File: config.mk
export PLATFORM = sky130hd
export DESIGN_NAME = seg_led_scan
export DESIGN_NICKNAME = d
export VERILOG_FILES = /design/src/rtl/seg_led_pkg.sv /design/src/rtl/seg_scan_tick.sv /design/src/rtl/seg_led_scan.sv
export SDC_FILE = /design/constraint.sdc
export NUM_CORES = 1
export LEC_CHECK = 0
export BUFFER_PORTS_ARGS = -buffer_cell sky130_fd_sc_hd__buf_2
export CAP_MARGIN = 20
export CORE_ASPECT_RATIO = 1.4
export CORE_MARGIN = 10
export CORE_UTILIZATION = 45
export DETAILED_ROUTE_END_ITERATION = 8
export PLACE_DENSITY = 0.67
export SLEW_MARGIN = 20
export SYNTH_ARGS = -nofsm -noshare
export SYNTH_HDL_FRONTEND = slang
export SYNTH_SLANG_ARGS = --single-unit
File: constraint.sdc
create_clock -name clk -period 1.85 [get_ports clk]
set_clock_uncertainty 0.2 [all_clocks]
set_input_delay 0 -clock clk [delete_from_list [all_inputs] [get_ports clk]]
set_output_delay 0 -clock clk [all_outputs]
set_load 0.02 [all_outputs]
File: src/rtl/seg_led_pkg.sv
// Shared constants and helpers for the seven-segment scan path.
// Build macro SEG_LED_LZB_EN (leading-zero blanking) is consumed by seg_led_scan.
package seg_led_pkg;

    localparam int SEG_NUM_DIG_DEF = 4;
    localparam int SEG_CLK_DIV_DEF = 50000;

    // Digit index width; never narrower than one bit.
    function automatic int dig_idx_w(input int n);
        return (n > 2) ? $clog2(n) : 1;
    endfunction

    // Idle level of the digit-select pads for up to 8 digits.
    function automatic logic [7:0] sel_inactive(input bit act_low);
        return act_low ? 8'hFF : 8'h00;
    endfunction

endpackage

File: src/rtl/seg_scan_tick.sv
// Free-running prescaler: tick_o is high for one cycle every CLK_DIV cycles.
// Combinational tick from the registered count; no backpressure.
module seg_scan_tick #(
    parameter int CLK_DIV = 4
) (
    input  logic clk_i,
    input  logic rst_i,
    output logic tick_o
);

    localparam int             CW   = $clog2(CLK_DIV);
    localparam logic [CW-1:0]  LAST = CW'(CLK_DIV - 1);

    logic [CW-1:0] cnt_q, cnt_d;

    assign tick_o = (cnt_q == LAST);

    always_comb begin
        cnt_d = cnt_q + CW'(1);
        if (tick_o) begin
            cnt_d = '0;
        end
    end

    always_ff @(posedge clk_i or posedge rst_i) begin
        if (rst_i) begin
            cnt_q <= '0;
        end else begin
            cnt_q <= cnt_d;
        end
    end

endmodule

File: src/rtl/seg_led_scan.sv
// Digit scanner for a multiplexed seven-segment display; outputs registered, updated one cycle after each tick.
// Optional leading-zero blanking under macro SEG_LED_LZB_EN; writes are double-buffered per frame.
module seg_led_scan
    import seg_led_pkg::*;
#(
    parameter int NUM_DIG     = SEG_NUM_DIG_DEF,
    parameter int CLK_DIV     = SEG_CLK_DIV_DEF,
    parameter int DIG_ACT_LOW = 1
) (
    input  logic                   clk,
    input  logic                   rst,
    input  logic                   wr_en,
    input  logic [4*NUM_DIG-1:0]   wr_data,
    input  logic [NUM_DIG-1:0]     dig_en,
    output logic [3:0]             data_disp,
    output logic [NUM_DIG-1:0]     dig_sel,
    output logic                   frame_done
);

    localparam int                 IW       = dig_idx_w(NUM_DIG);
    localparam logic [IW-1:0]      LAST_IDX = IW'(NUM_DIG - 1);
    localparam logic [NUM_DIG-1:0] SEL_OFF  = NUM_DIG'(sel_inactive(DIG_ACT_LOW != 0));

    logic                 tick;
    logic                 started_q, started_d;
    logic [IW-1:0]        idx_q, idx_d;
    logic [4*NUM_DIG-1:0] pending_q, pending_d;
    logic [4*NUM_DIG-1:0] shadow_q, shadow_d;
    logic [3:0]           disp_q, disp_d;
    logic [NUM_DIG-1:0]   sel_q, sel_d;
    logic                 fd_q, fd_d;
    logic                 boundary;
    logic                 dig_on;
    logic [NUM_DIG-1:0]   onehot;

`ifdef SEG_LED_LZB_EN
    // Digit i>0 is blanked when it and every more-significant nibble are zero.
    function automatic logic lz_blank(input logic [4*NUM_DIG-1:0] v, input logic [IW-1:0] i);
        logic all_zero;
        all_zero = 1'b1;
        for (int k = 0; k < NUM_DIG; k++) begin
            if (k >= int'(i) && v[4*k +: 4] != 4'h0) begin
                all_zero = 1'b0;
            end
        end
        return (i != '0) && all_zero;
    endfunction
`endif

    seg_scan_tick #(
        .CLK_DIV (CLK_DIV)
    ) u_tick (
        .clk_i  (clk),
        .rst_i  (rst),
        .tick_o (tick)
    );

    always_comb begin
        started_d = started_q;
        idx_d     = idx_q;
        pending_d = wr_en ? wr_data : pending_q;
        shadow_d  = shadow_q;
        boundary  = 1'b0;
        disp_d    = disp_q;
        sel_d     = sel_q;
        fd_d      = 1'b0;
        dig_on    = 1'b0;
        onehot    = '0;

        if (tick) begin
            // The very first tick only arms the scanner; digit 0 gets the first slot.
            boundary  = !started_q || (idx_q == LAST_IDX);
            started_d = 1'b1;
            if (started_q) begin
                idx_d = (idx_q == LAST_IDX) ? '0 : idx_q + IW'(1);
            end
            if (boundary) begin
                shadow_d = wr_en ? wr_data : pending_q;
            end
            fd_d = started_q && (idx_q == LAST_IDX);

            onehot = NUM_DIG'(1) << idx_d;
            dig_on = dig_en[idx_d] && started_d;
`ifdef SEG_LED_LZB_EN
            dig_on = dig_on && !lz_blank(shadow_d, idx_d);
`endif
            disp_d = shadow_d[4*idx_d +: 4];
            sel_d  = (dig_on ? onehot : '0) ^ SEL_OFF;
        end
    end

    always_ff @(posedge clk or posedge rst) begin
        if (rst) begin
            started_q <= 1'b0;
            idx_q     <= '0;
            pending_q <= '0;
            shadow_q  <= '0;
            disp_q    <= 4'h0;
            sel_q     <= SEL_OFF;
            fd_q      <= 1'b0;
        end else begin
            started_q <= started_d;
            idx_q     <= idx_d;
            pending_q <= pending_d;
            shadow_q  <= shadow_d;
            disp_q    <= disp_d;
            sel_q     <= sel_d;
            fd_q      <= fd_d;
        end
    end

    assign data_disp  = disp_q;
    assign dig_sel    = sel_q;
    assign frame_done = fd_q;

endmodule

* After elaboration in Yosys (flattened, before gate mapping)
Index checks and enable logic that the tools add are counted.
Word-level totals: flip-flop bits (word level) 60, word-level logic and storage cells 30
Operators by class: add/sub/neg operators 2, order comparisons 1, eq/ne operators 2, shifts and indexed selects 2, muxes and demuxes 11, bitwise operators 1, reductions and logical operators 3
Operators by type and width (count):
- two-way mux 16 bit | 4
- adder 16 x 1 -> 16 bit (second input constant) | 1
- equality test 16 bit (second input constant) | 1
- indexed part select 16 x 5 -> 4 bit | 1
- two-way mux 2 bit | 3
- two-way mux 4 bit | 1
- inverter 4 bit | 1
- left shift 1 x 2 -> 4 bit (first input constant) | 1
- less-than comparator 2 x 3 -> 1 bit (second input constant) | 1
- adder 2 x 1 -> 2 bit (second input constant) | 1
- binary-select mux 1 bit (select 2 bit) | 1
- equality test 2 bit (second input constant) | 1
- two-way mux 1 bit | 2
- logical AND 1 bit | 1
- logical NOT 1 bit | 1
- logical OR 1 bit | 1

* Longest topological paths before layout
depth in word-level cells 8, mapped depth 8, gate-level depth less buffers 6

* Hierarchy
From an unflattened synthesis, not the netlist that was laid out.
Second synthesis, totals: cell total of the unflattened synthesis 259, area, all modules 2822.7 um^2
Modules (own cells, without submodules):
- seg_led_scan | times used 1, cells each 191, area an instance 2065.7 um^2, seq. area each 1106.1 um^2
- seg_scan_tick | times used 1, cells each 68, area an instance 757.0 um^2, seq. area each 400.4 um^2

* Worst setup path after synthesis
Ideal clock, no wire load.
path type register -> register, start register u_tick.cnt_q[0], end register shadow_q[10], library setup time 125 ps, arrival 1670 ps, data required time 1525 ps, path slack -145 ps, stages on the path, launching flop included 8, clock period less this slack 1995 ps, cells stage by stage dfrtp_1 -> ha_1 -> and3_1 -> and4_1 -> buf_4 -> nand2_4 -> buf_6 -> mux2_4
On the way: longest elaborated chain between the ends 1
Ends and longest elaborated chain:
- start: declaration | RTL line seg_scan_tick.sv:14 | logic [CW-1:0] cnt_q, cnt_d;
- start signal: assignment | RTL line seg_scan_tick.sv:29 | cnt_q <= cnt_d;
- equality test 16 bit | RTL line seg_scan_tick.sv:16 | assign tick_o = (cnt_q == LAST);
- end signal: assignment | RTL line seg_led_scan.sv:105 | shadow_q <= shadow_d;
- end: declaration | RTL line seg_led_scan.sv:28 | logic [4*NUM_DIG-1:0] shadow_q, shadow_d;
No other way between the ends. A chain may end at the register's enable or synchronous reset.

* Final worst setup path
start register idx_q[0], end register disp_q[3] (netlist: data_disp[3])
On the way: longest elaborated chain between the ends 5, elaborated cells on any way between the ends 9, classes of those cells add/sub: 1; eq/ne: 1; shift: 1; mux: 5; reduce/logical: 1
Ends and longest elaborated chain:
- start: declaration | RTL line seg_led_scan.sv:26 | logic [IW-1:0] idx_q, idx_d;
- start signal: assignment | RTL line seg_led_scan.sv:103 | idx_q <= idx_d;
- adder 2 x 1 -> 2 bit or equality test 2 bit (tied branches) | RTL line seg_led_scan.sv:75, seg_led_scan.sv:72
- two-way mux 2 bit or logical OR 1 bit (tied branches) | RTL line seg_led_scan.sv:75, seg_led_scan.sv:72
- two-way mux 2 bit or two-way mux 16 bit (tied branches) | RTL line seg_led_scan.sv:74, seg_led_scan.sv:77
- two-way mux 2 bit or two-way mux 16 bit (tied branches) | RTL line seg_led_scan.sv:70 | if (tick) begin
- indexed part select 16 x 5 -> 4 bit (*) | RTL line seg_led_scan.sv:87 | disp_d = shadow_d[4*idx_d +: 4];
- end signal: assignment | RTL line seg_led_scan.sv:106 | disp_q <= disp_d;
- end: declaration | RTL line seg_led_scan.sv:29 | logic [3:0] disp_q, disp_d;
Mark *: on every way between the ends. The rest lies on a longest branch, timed or not. The select of a mux whose other input is x is not followed.

==> impl_metrics.csv <==
group,metric,value,unit
yosys,synth-edff-count,0,
die,die_w,86.40,um
yosys,synth.area.top_cells,"dfrtp_1 (50%), mux2i_1 (7.2%), mux2_2 (5.3%)",
place,place.port_buffers,31,
grt,first_global_vias,2285,
yosys,synth.ff_latch_count,60,
worst_setup_path,arrival,1.97,ns
yosys,yosys.area.top_type,"dfrtp_1",
sta,rsz0062_at_grt,"true",
sta,max_slew.worst_pin.slew,0.4624,ns
worst_setup_path,crit_path_max_incr_delay,0.42,ns
die,io_pins,32,
sta,setup_ws,-0.06341,ns
grt,grt_pass1_wl,11.07,mm
die,die_h,113.0,um
sta,finalMaxSlewViolations,0,
worst_setup_path,end_kind,"register",
drt,drt-initial-drc-count,100,
drt,ant_nets,0,
drt,drcViolationCount,0,
place,dp_hpwl,4.325,mm
grt,grt_usage,13.96,%
drt,drt-vias-per-instance,5.221,
worst_setup_path,cpLargestDelayFamily,"compound AO/OA/AOI/OAI gates",
worst_setup_path,crit_type,"register to register",
yosys,syn_inst,250,
finish,fin_nets,367,
finish,utilization,66.48,%
sta,worst_slew_margin_rel,69.13,%
yosys,ys.flop_type,"dfrtp_1",
job,max_cap_violations,0,
yosys,syn-num-nets,275,
worst_setup_path,worstPathMaxFanout,5,
clock_network,clkTransAtPathRegs,0.07,ns
drt,vias,2172,
yosys,ys_seq_area_share,54.23,%
grt,grt_max_degree,23,
clock_network,clock_path_buffers,2,
clock_network,cts_made_buffers,9,
grt,overflow,0,
drt,drt_wl_total,6.694,mm
place,pre_cts_slack,-0.1120,ns
pwr,p_int,2.047,mW
yosys,synth_warnings,0,
clock_network,htree_levels,3,
die,dieArea,9760,um^2
worst_setup_path,path_cells,"ha_4 > inv_2 > o31a_1 > buf_4 > o22ai_2 > nor3_1 > o21ai_1",
sta,period_share,103.4,%
die,coreArea,5946,um^2
finish,fillCellCount,472,
finish,antenna_cells,0,
pwr,p_total,2.669,mW
pwr,ir_drop,0.5103,mV
drt,detail_route.first_pass.iterations,4,
pwr,p_per_area,675.3,nW/um^2
worst_setup_path,startpoint_type,"register",
pwr,power.leakage,1.848,nW
sta,hold_violations,0,
pwr,combPwrFrac,9.6,%
yosys,synth.avg_cell_area,11.11,um^2
run_status,violations,"setup timing",
pwr,p_sw_share,23.32,%
sta,max_freq,522.6,MHz
worst_setup_path,cpMaxStageDelayCell,"dfrtp_1",
pwr,p_sw,622.5,uW
yosys,synthArstFlopShare,100.0,%
sta,period_needed,1.913,ns
drt,wl_per_cell,16.09,um
yosys,yosysUniqueCellTypes,35,
run_status,status,"complete, but fails checks",
pwr,p_clk_share,38.7,%
clock_network,clock-sinks,60,
clock_network,cts_root_buffer,"clkbuf_8",
clock_network,cts_tree,"built",
clock_network,clk-insertion-delay-late,0.34,ns
worst_setup_path,crit_buf_inv,2,
worst_setup_path,cp_data_required_time,1.91,ns
sta,setup_viol,4,
min_path,holdCritPathClass,"input pin to asynchronous set/reset pin",
grt,antenna_found_initial,0,
yosys,netlist_area,2778,um^2
finish,syn_to_final_growth,42.30,%
die,placement_rows,33,
sta,finalSetupTns,-0.07556,ns
place,place.gp.congestion,0.8057,
yosys,yosysTopAreaCellShare,50.45,%
die,start_util,46.72,%
pwr,power_frac_seq,51.7,%
finish,drive_above_1_share,41.62,%
[cells in the mapped netlist, types with 2 or more instances]
cell type / count
a211oi_1: 8
a31oi_1: 2
and3_1: 7
and4bb_2: 2
buf_2: 4
buf_4: 4
clkbuf_1: 3
dfrtp_1: 56
dfstp_2: 4
ha_1: 2
inv_1: 13
mux2_2: 13
mux2_4: 4
mux2i_1: 20
nand2_1: 26
nand3_1: 4
nor2_1: 23
nor3_1: 9
o21ai_0: 15
o22ai_1: 4
o32a_1: 2
xnor2_1: 9
xor2_1: 4
[cells in the final DEF, fill, tap and decap left out, drive strengths merged, types with 2 or more instances in the layout]
cell	Yosys	final
and3	7	7
clkinv	0	2
o21ai	15	15
nor2	23	23
buf	9	68
xor2	4	4
nand3	4	4
xnor2	9	9
nand2	27	27
nor3	9	9
nor4b	2	2
mux2i	20	20
inv	13	13
o32a	2	2
clkbuf	3	13
ha	2	2
dlygate4sd3	0	25
o22ai	4	4
dfrtp	56	56
a31oi	2	2
dfstp	4	4
a211oi	8	8
mux2	17	17
and4bb	2	2
[layer usage]
layer  GRT usage (%)  vias up  wire length (um)
met5               0        -                 0
met4           6.826        0               233
met3           3.446       19               220
met2           22.90       37              3465
met1           16.48     1067              2775
li1                -     1049                 -
[power groups by stage]
stage                     Clock [mW]  Sequential (mW)  Combinational (mW)
after detailed placement           0             1.40               0.182
after global placement             0             1.40               0.178
after CTS                       1.07             1.38               0.243
after floorplan                    0             1.40               0.113
final                           1.03             1.38               0.256
after global routing            1.12             1.38               0.282
[worst register-to-register path, stage by stage (launching register included)]
cell and delay [ns]:
dfrtp_1 0.42, ha_4 0.34, inv_2 0.05, o31a_1 0.38
buf_4 0.18, o22ai_2 0.09, nor3_1 0.06, o21ai_1 0.12
[metrics by stage]
stage	instances	area (um^2)	hold slack, ns
floorplan	250	2815	-0.04341
global placement	367	3213	-0.1627
detailed placement	367	3213	-0.1598
CTS	411	3772	0.01914
global route	416	3953	0.03271
finish	416	3953	0.01306
[final timing paths]
kind                            slack, ns                   endpoint                    start  cells past startpoint
worst min-delay path                 0.01  u_tick.cnt_q[0]$_DFF_PP0_                      rst                      3
max in group asynchronous            0.78    shadow_q[1]$_DFFE_PP0N_                      rst                      4
worst max register to register      -0.06   data_disp[3]$_DFFE_PP0N_     idx_q[0]$_DFFE_PP0N_                      7
worst max-delay path                -0.06   data_disp[3]$_DFFE_PP0N_     idx_q[0]$_DFFE_PP0N_                      7
min in group clk                     0.03     dig_sel[3]$_DFFE_PP1N_                dig_en[3]                      5
worst min register to register       0.28    shadow_q[8]$_DFFE_PP0N_  shadow_q[8]$_DFFE_PP0N_                      2
[repair_timing]
item | 4_1_cts | 5_1_grt
setup buffers | 4 | 6
gates resized for setup | 22 | 35
hold endpoints to repair | 88 | 0
endpoints found under the setup margin | 23 | 25
pin swaps | 8 | 16
hold buffers | 25 | 0
[kinds of logic (layout without fill, tap and decap cells)]
kind of cell	count (synthesis)	after routing	share of synthesized area, %
AND/OR/NAND/NOR	80	80	14.19
flip-flops	60	60	54.23
XOR/XNOR	13	13	4.099
buffers and inverters	25	121	4.369
multiplexers	37	37	14.64
AO/OA/AOI/OAI	33	33	7.568
adder cells (fa/ha/maj)	2	2	0.9008
[cell type report]
type                       count  area, um^2  share of cell area, %
inverter                      13       48.80                  1.235
timing repair buffer          93       739.5                  18.71
multi-input combinational    165        1400                  35.42
tap                           70       87.58                  2.216
sequential                    60        1508                  38.15
clock buffer                  13       158.9                  4.020
clock inverter                 2       10.01                 0.2532
[sequential cells by signal, indices dropped and copies added (netlist names)]
register / flops
dig_sel: 4
u_tick.cnt_q: 16
idx_q: 2
pending_q: 16
shadow_q: 16
frame_done: 1
data_disp: 4
started_q: 1
Power figures use the tool's default switching activity.
